===== config.mk =====
export PLATFORM = sky130hd
export DESIGN_NAME = wrapper_digest_capture_fifo
export DESIGN_NICKNAME = d
export VERILOG_FILES = /design/src/rtl/wrapper_digest_capture_fifo.sv
export SDC_FILE = /design/constraint.sdc
export NUM_CORES = 1
export LEC_CHECK = 0
export CAP_MARGIN = 15
export CORE_MARGIN = 2
export CORE_UTILIZATION = 45
export CTS_CLUSTER_SIZE = 16
export DETAILED_ROUTE_END_ITERATION = 8
export GPL_ROUTABILITY_DRIVEN = 0
export GPL_TIMING_DRIVEN = 0
export PLACE_DENSITY_LB_ADDON = 0.2
export SLEW_MARGIN = 25
export SYNTH_ARGS = -nofsm -noshare
export SYNTH_HDL_FRONTEND = slang
export SYNTH_SLANG_ARGS = --single-unit

===== constraint.sdc =====
create_clock -name HCLK -period 10.23 [get_ports HCLK]
set_clock_uncertainty 0.15 [all_clocks]
set_input_delay 2.046 -clock HCLK [delete_from_list [all_inputs] [get_ports HCLK]]
set_output_delay 2.046 -clock HCLK [all_outputs]
set_load 0.01 [all_outputs]

===== src/rtl/wrapper_digest_capture_fifo.sv =====
// Capture stage between a hashing engine result port and the AHB packet deconstructor:
// tracks block boundaries in a tag queue, filters per-block digests and buffers kept ones.
module wrapper_digest_capture_fifo #(
   parameter int DATAWIDTH   = 256,
   parameter int DEPTH       = 4,
   parameter int TAGDEPTH    = 8,
   parameter int REMAINWIDTH = 6,
   parameter int KEEPALL     = 0
) (
   input  logic                         HCLK,
   input  logic                         HRESETn,
   input  logic                         sync_rst,
   input  logic                         in_valid,
   input  logic                         in_ready,
   input  logic                         in_last,
   output logic                         in_gate,
   input  logic [DATAWIDTH-1:0]         digest,
   input  logic                         digest_valid,
   output logic [DATAWIDTH-1:0]         out_data,
   output logic                         out_last,
   output logic [REMAINWIDTH-1:0]       out_remain,
   output logic                         out_valid,
   input  logic                         out_ready,
   output logic [$clog2(DEPTH+1)-1:0]   out_count,
   output logic                         data_req,
   output logic                         overflow,
   output logic                         underflow
);

   localparam int AW  = $clog2(DEPTH);
   localparam int PW  = AW + 1;
   localparam int TAW = $clog2(TAGDEPTH);
   localparam int TPW = TAW + 1;

   logic [TPW-1:0]      twr_q, twr_d, trd_q, trd_d;
   logic [TAGDEPTH-1:0] tag_mem_q;
   logic [PW-1:0]       wr_q, wr_d, rd_q, rd_d;
   logic [DATAWIDTH:0]  mem_q [DEPTH];
   logic                overflow_q, overflow_d, underflow_q, underflow_d;
   logic                tag_empty_s, tag_full_s, tag_push_s, tag_pop_s, tag_s, keep_s;
   logic                empty_s, full_s, push_s, pop_s;

   // Handshake decode, keep decision and next-state pointers/flags
   always_comb begin
      tag_empty_s = (twr_q == trd_q);
      tag_full_s  = (twr_q[TAW] != trd_q[TAW]) && (twr_q[TAW-1:0] == trd_q[TAW-1:0]);
      tag_pop_s   = digest_valid & ~tag_empty_s;
      in_gate     = ~tag_full_s | tag_pop_s;
      tag_push_s  = in_valid & in_ready & in_gate;
      // An orphan digest (no tag outstanding) is treated as a final-block digest
      tag_s       = tag_empty_s ? 1'b1 : tag_mem_q[trd_q[TAW-1:0]];
      keep_s      = digest_valid & ((KEEPALL != 0) | tag_s);
      empty_s     = (wr_q == rd_q);
      full_s      = (wr_q[AW] != rd_q[AW]) && (wr_q[AW-1:0] == rd_q[AW-1:0]);
      pop_s       = ~empty_s & out_ready;
      push_s      = keep_s & (~full_s | pop_s);
      twr_d       = tag_push_s ? twr_q + TPW'(1) : twr_q;
      trd_d       = tag_pop_s  ? trd_q + TPW'(1) : trd_q;
      wr_d        = push_s ? wr_q + PW'(1) : wr_q;
      rd_d        = pop_s  ? rd_q + PW'(1) : rd_q;
      overflow_d  = overflow_q | (keep_s & full_s & ~pop_s);
      underflow_d = underflow_q | (digest_valid & tag_empty_s);
      if (sync_rst) begin
         twr_d       = '0;
         trd_d       = '0;
         wr_d        = '0;
         rd_d        = '0;
         overflow_d  = 1'b0;
         underflow_d = 1'b0;
      end else begin
         twr_d = twr_d;
      end
   end

   // Pointers, tag storage and sticky flags
   always_ff @(posedge HCLK or negedge HRESETn) begin
      if (!HRESETn) begin
         twr_q       <= '0;
         trd_q       <= '0;
         wr_q        <= '0;
         rd_q        <= '0;
         tag_mem_q   <= '0;
         overflow_q  <= 1'b0;
         underflow_q <= 1'b0;
      end else begin
         twr_q       <= twr_d;
         trd_q       <= trd_d;
         wr_q        <= wr_d;
         rd_q        <= rd_d;
         overflow_q  <= overflow_d;
         underflow_q <= underflow_d;
         if (tag_push_s && !sync_rst) begin
            tag_mem_q[twr_q[TAW-1:0]] <= in_last;
         end
      end
   end

   // Digest storage; contents are qualified by the pointers so need no reset
   always_ff @(posedge HCLK) begin
      if (push_s && !sync_rst) begin
         mem_q[wr_q[AW-1:0]] <= {digest, tag_s};
      end
   end

   // Head of FIFO is read combinationally; out_last is masked while empty
   always_comb begin
      out_valid  = ~empty_s;
      data_req   = ~empty_s;
      out_data   = mem_q[rd_q[AW-1:0]][DATAWIDTH:1];
      out_last   = ~empty_s & mem_q[rd_q[AW-1:0]][0];
      out_count  = wr_q - rd_q;
      out_remain = '0;
      overflow   = overflow_q;
      underflow  = underflow_q;
   end

endmodule

After elaboration in Yosys (flattened, before gate mapping)
Memories as Yosys holds them, arrays and structs flattened. Cells that the tools add are included.

Register bits: 24. RAM bits: 1028. Input port bits: 264. Output and inout bits: 271. Word-level logic and storage cells: 69. Memories kept: 1.

Memories: mem_q (words 4, bits a word 257, read ports 1, clocked after memory_dff 0, wr ports 1, line 38) `logic [DATAWIDTH:0] mem_q [DEPTH];`.

Add/sub/neg operators: 5. Magnitude comparators: 3. Equality and inequality tests: 6. Mux-type cells: 18. Bitwise gates (word level): 19. Reduce and logical (&&, ||, !) cells: 10.

Operators by type and width (number): 4-bit 2-to-1 mux (4); 3-bit 2-to-1 mux (4); 1-bit AND (10); 4-bit by 1-bit adder with 4-bit output (second input constant) (2); 8-bit bitwise mux (1); 3-bit by 4-bit less-than comparator with 1-bit output (second input constant) (2); 2-bit nonzero test (4); 1-bit 2-to-1 mux (7); 3-bit by 1-bit adder with 3-bit output (second input constant) (2); 3-bit equality test (2); 1-bit logical AND (5); 1-bit NOT (5); 4-bit equality test (1); 1-bit OR (4); 1-bit binary-select mux with 3-bit select (1); 1-bit demux with 3-bit select (1); 3-bit by 1-bit >= comparator with 1-bit output (second input constant) (1); 3-bit subtractor (1); 2-bit equality test (1); 1-bit != test (2); 1-bit logical NOT (1).

Depth between registers and ports, before layout
Depth after elaboration: 8. Gate-level depth with buffers: 10. Gate-level depth less buffers: 7.

Worst setup path before layout
No wires, ideal clock.

Path kind: input -> register. Start point: in sync_rst. End point: mem mem_q[0][0] in the netlist's numbering, enable pin. Library setup time: 0.651 ns. Arrival time: 8.371 ns. Data required time: 9.429 ns. Slack: 1.058 ns. Stages: 3. Buffers on the path: 1. Cells stage by stage: clkbuf_1 > and4bb_2 > and2_1.

Longest elaborated chain between the ends: 4.

Ends and longest elaborated chain: start: declaration (line 12) `input logic sync_rst,`; 1-bit logical NOT (line 100) `if (push_s && !sync_rst) begin`; 1-bit logical AND (line 100); 1-bit 2-to-1 mux (line 100); 1-bit 2-to-1 mux (not written as such) (line 101) `mem_q[wr_q[AW-1:0]] <= {digest, tag_s};`; end: declaration (line 38).

No other way between the ends.

Worst setup path in the final report
Start point: reg rd_q[1]. End point: out out_last.

Longest elaborated chain between the ends: 3. Elaborated cells on any way between the ends: 4. Those cells by class: eq/ne (1); bitwise (2); memory (1).

Ends and longest elaborated chain: start: declaration (line 37) `logic [PW-1:0] wr_q, wr_d, rd_q, rd_d;`; start signal: assignment (line 89) `rd_q <= rd_d;`; parallel branches: the longest is 2 deep, another holds memory read 4 x 257 bit; 1-bit AND * (line 110) `out_last = ~empty_s & mem_q[rd_q[AW-1:0]][0];`; end: declaration (line 20) `output logic out_last,`.

Mark *: on every way between the ends.

==> impl_metrics.tcl <==
set metrics [dict create \
    via_per_inst 5.28 \
    synthToLayoutAreaGrowth_pct 27.8 \
    fp.dieW_um 297 \
    cellPowerDensity_nw_per_um2 224 \
    max_freq_mhz 162 \
    drive_gt1_frac 0.216 \
    p_total_mw 11.0 \
    first_pass_iters 7 \
    vdd_drop_max_uv 157 \
    synthCells 1501 \
    fin_tns_setup_ns 0 \
    avgSynthCellArea_sq_um 25.7 \
    wl_per_cell_um 24.9 \
    final_cell_mix "1,028 x edfxtp_1, 527 x clkdlybuf4s50_1, 257 x mux4_2, 108 x clkbuf_16, 54 x clkbuf_1" \
    finalInstanceArea_sq_um 49300 \
    ys_seq_area_frac 0.817 \
    wirelength_um 85100 \
    fin_crit_sh 0.603 \
    nets 2447 \
    crit_path_max_fanout 10 \
    hp-class "flop to flop" \
    crit_required_ns 8.03 \
    yosys.area_share.simple 0.00828 \
    met2_usage 0.323 \
    final-setup-viol-count 0 \
    worstSetupStartpointType "flop" \
    met1_usage 0.234 \
    fin_crit_ns 6.17 \
    cts_tree "yes" \
    drtIter0Drc 1084 \
    utilization 0.579 \
    r2r-start "rd_q[1]" \
    portBuffers 528 \
    synth_top_area_cell "edfxtp_1" \
    drc 0 \
    initial_utilization 0.453 \
    preCtsSetupSlack_ns 4.63 \
    synthAdderAreaFrac 0.00344 \
    max-slew-margin-rel 0.459 \
    postCtsHoldBufs 0 \
    placedInstanceArea_sq_um 46000 \
    grt_use_total 0.193 \
    grt_pass1_vias 19022 \
    finalWorstSetupSlack_ns 4.06 \
    dp_hpwl_um 57400 \
    p_leak_nw 15.6 \
    cts_num_sinks 1052 \
    rows 107 \
    synth-xor-area-share 0.00396 \
    synth_area_leaders "edfxtp_1 80%, mux4_2 15%, dfrtp_1 1.6%" \
    hold_ws_ns 0.356 \
    cts_root_buf "clkbuf_16" \
    ant_nets 0 \
    vias 18041 \
    reg2regPathDepth 13 \
    rrSetupSlack_ns 5.34 \
    dieArea_sq_um 88000 \
    io_pins 535 \
    grt_pass1_wl_um 123000 \
    multiInputGateArea_sq_um 6700 \
    endpoint "out_last" \
    final_common_cell "edfxtp_1" \
    worstMarginPinSlew_ns 0.811 \
    synth_mux_area_frac 0.154 \
    clk_pin_slew_ns 0.06 \
    synth_compound_gate_area_share 0.00289 \
    grt_overflow 0 \
    syn_area_sq_um 38500 \
    final_cell_count_no_fill 3415 \
    cts_buffer_depth 3 \
    reg2reg_to "mem_q[1][220]" \
    busiest_layer "met2" \
    synth_top_family_by_area "multiplexers" \
    rsz0062_at_grt "no" \
    arrival_ns 3.97 \
    crit_type "flop to primary output" \
    cp-startpoint "rd_q[1]" \
    synth_seq_cells 1052 \
    status "finished clean" \
    synth_top_area_frac 0.801 \
    die_h_um 297 \
    crit_path_end_kind "primary output" \
    final_hold_viol_count 0 \
    cts-htree-levels 3 \
    min_from "tag_mem_q[6]" \
    cts_buffers 107 \
    seqCellArea_sq_um 31500 \
    yosysWarnings 0 \
    grt_max_degree 43 \
    n_fill_cell 6174 \
    antenna_found_initial 18 \
    synth_cell_types 37 \
    grt_util_met3 0.0619 \
    drv_cap 0 \
    place_inst 3208 \
    post_cts_buffers 0 \
    ctsResizeCount 0 \
    insertion_delay_ns 0.67 \
    core_sq_um 85000 \
    slew_viol_final 0 \
]
==> cell families after synthesis <==
| group | count (synthesis) |
|---|---|
| compound gates | 17 |
| xor+xnor | 11 |
| fa+ha+maj | 10 |
| buf+inv | 83 |
| flops | 1052 |
| mux | 272 |
| other cells | 1 |
| simple gates | 55 |
==> how the worst min path moves through the flow <==
stage / depth (start not counted) / to
finish: 1 / tag_mem_q[6]
global route: 1 / tag_mem_q[2]
CTS: 1 / tag_mem_q[6]
detailed placement: 1 / tag_mem_q[6]
global placement: 1 / tag_mem_q[0]
floorplan: 1 / tag_mem_q[0]
==> layout make-up <==
type                       instances  share of cell area
sequential                      1052               0.639
multi-input combinational        371               0.136
timing repair buffer             558               0.121
clock buffer                     140              0.0575
tap                             1144              0.0291
clock inverter                    58             0.00869
buffer                            74             0.00754
inverter                           9            0.000686
antenna                            9            0.000457
==> sequential cells by signal (all words and copies together) (netlist names) <==
name and cells:
rd_q 3, twr_q 4, underflow 1, overflow 1
mem_q 1028, wr_q 3, trd_q 4, tag_mem_q 8
==> critical path, cell delays in order (launching register included) <==
cell	delay [ns]
dfrtp_1	0.39
clkbuf_1	0.41
clkbuf_1	0.58
buf_1	0.57
inv_1	0.10
ha_1	0.31
nand3_1	0.19
and2_1	0.16
clkdlybuf4s50_1	0.58
==> where the power goes <==
part           switching, mW  total [mW]  internal (mW)
logic                   1.12        2.44           1.32
registers             0.0394        4.98           4.94
clock network           1.54        3.61           2.07
==> cells in the mapped netlist <==
library cell	n
nand2b_1	3
edfxtp_1	1028
or3b_1	2
nand3b_1	2
buf_4	13
nor4_4	1
a21oi_1	8
buf_1	7
nor2b_1	1
a41oi_2	1
ha_1	9
mux2i_1	7
a21o_2	1
inv_1	9
buf_6	1
xor2_4	3
mux4_2	257
and4bb_2	1
xnor2_1	3
nand3_1	6
nor3_1	3
nor4_1	4
buf_2	26
nor2_1	12
nand2_1	7
o41ai_2	1
mux2_2	8
o21ai_0	6
clkbuf_1	27
xor2_1	5
dfrtp_1	24
or4_1	1
or3_1	6
and2_1	5
fa_1	1
nor3_2	1
conb_1	1
==> layer usage <==
layer / part of all wire / routed length [um] / vias up
met5: 0.0016 / 134 / -
met4: 0.028 / 2420 / 20
met3: 0.081 / 6910 / 149
met2: 0.52 / 44000 / 519
met1: 0.37 / 31700 / 9532
li1: - / - / 7821
Note: power is estimated with default switching activity, not from simulation.
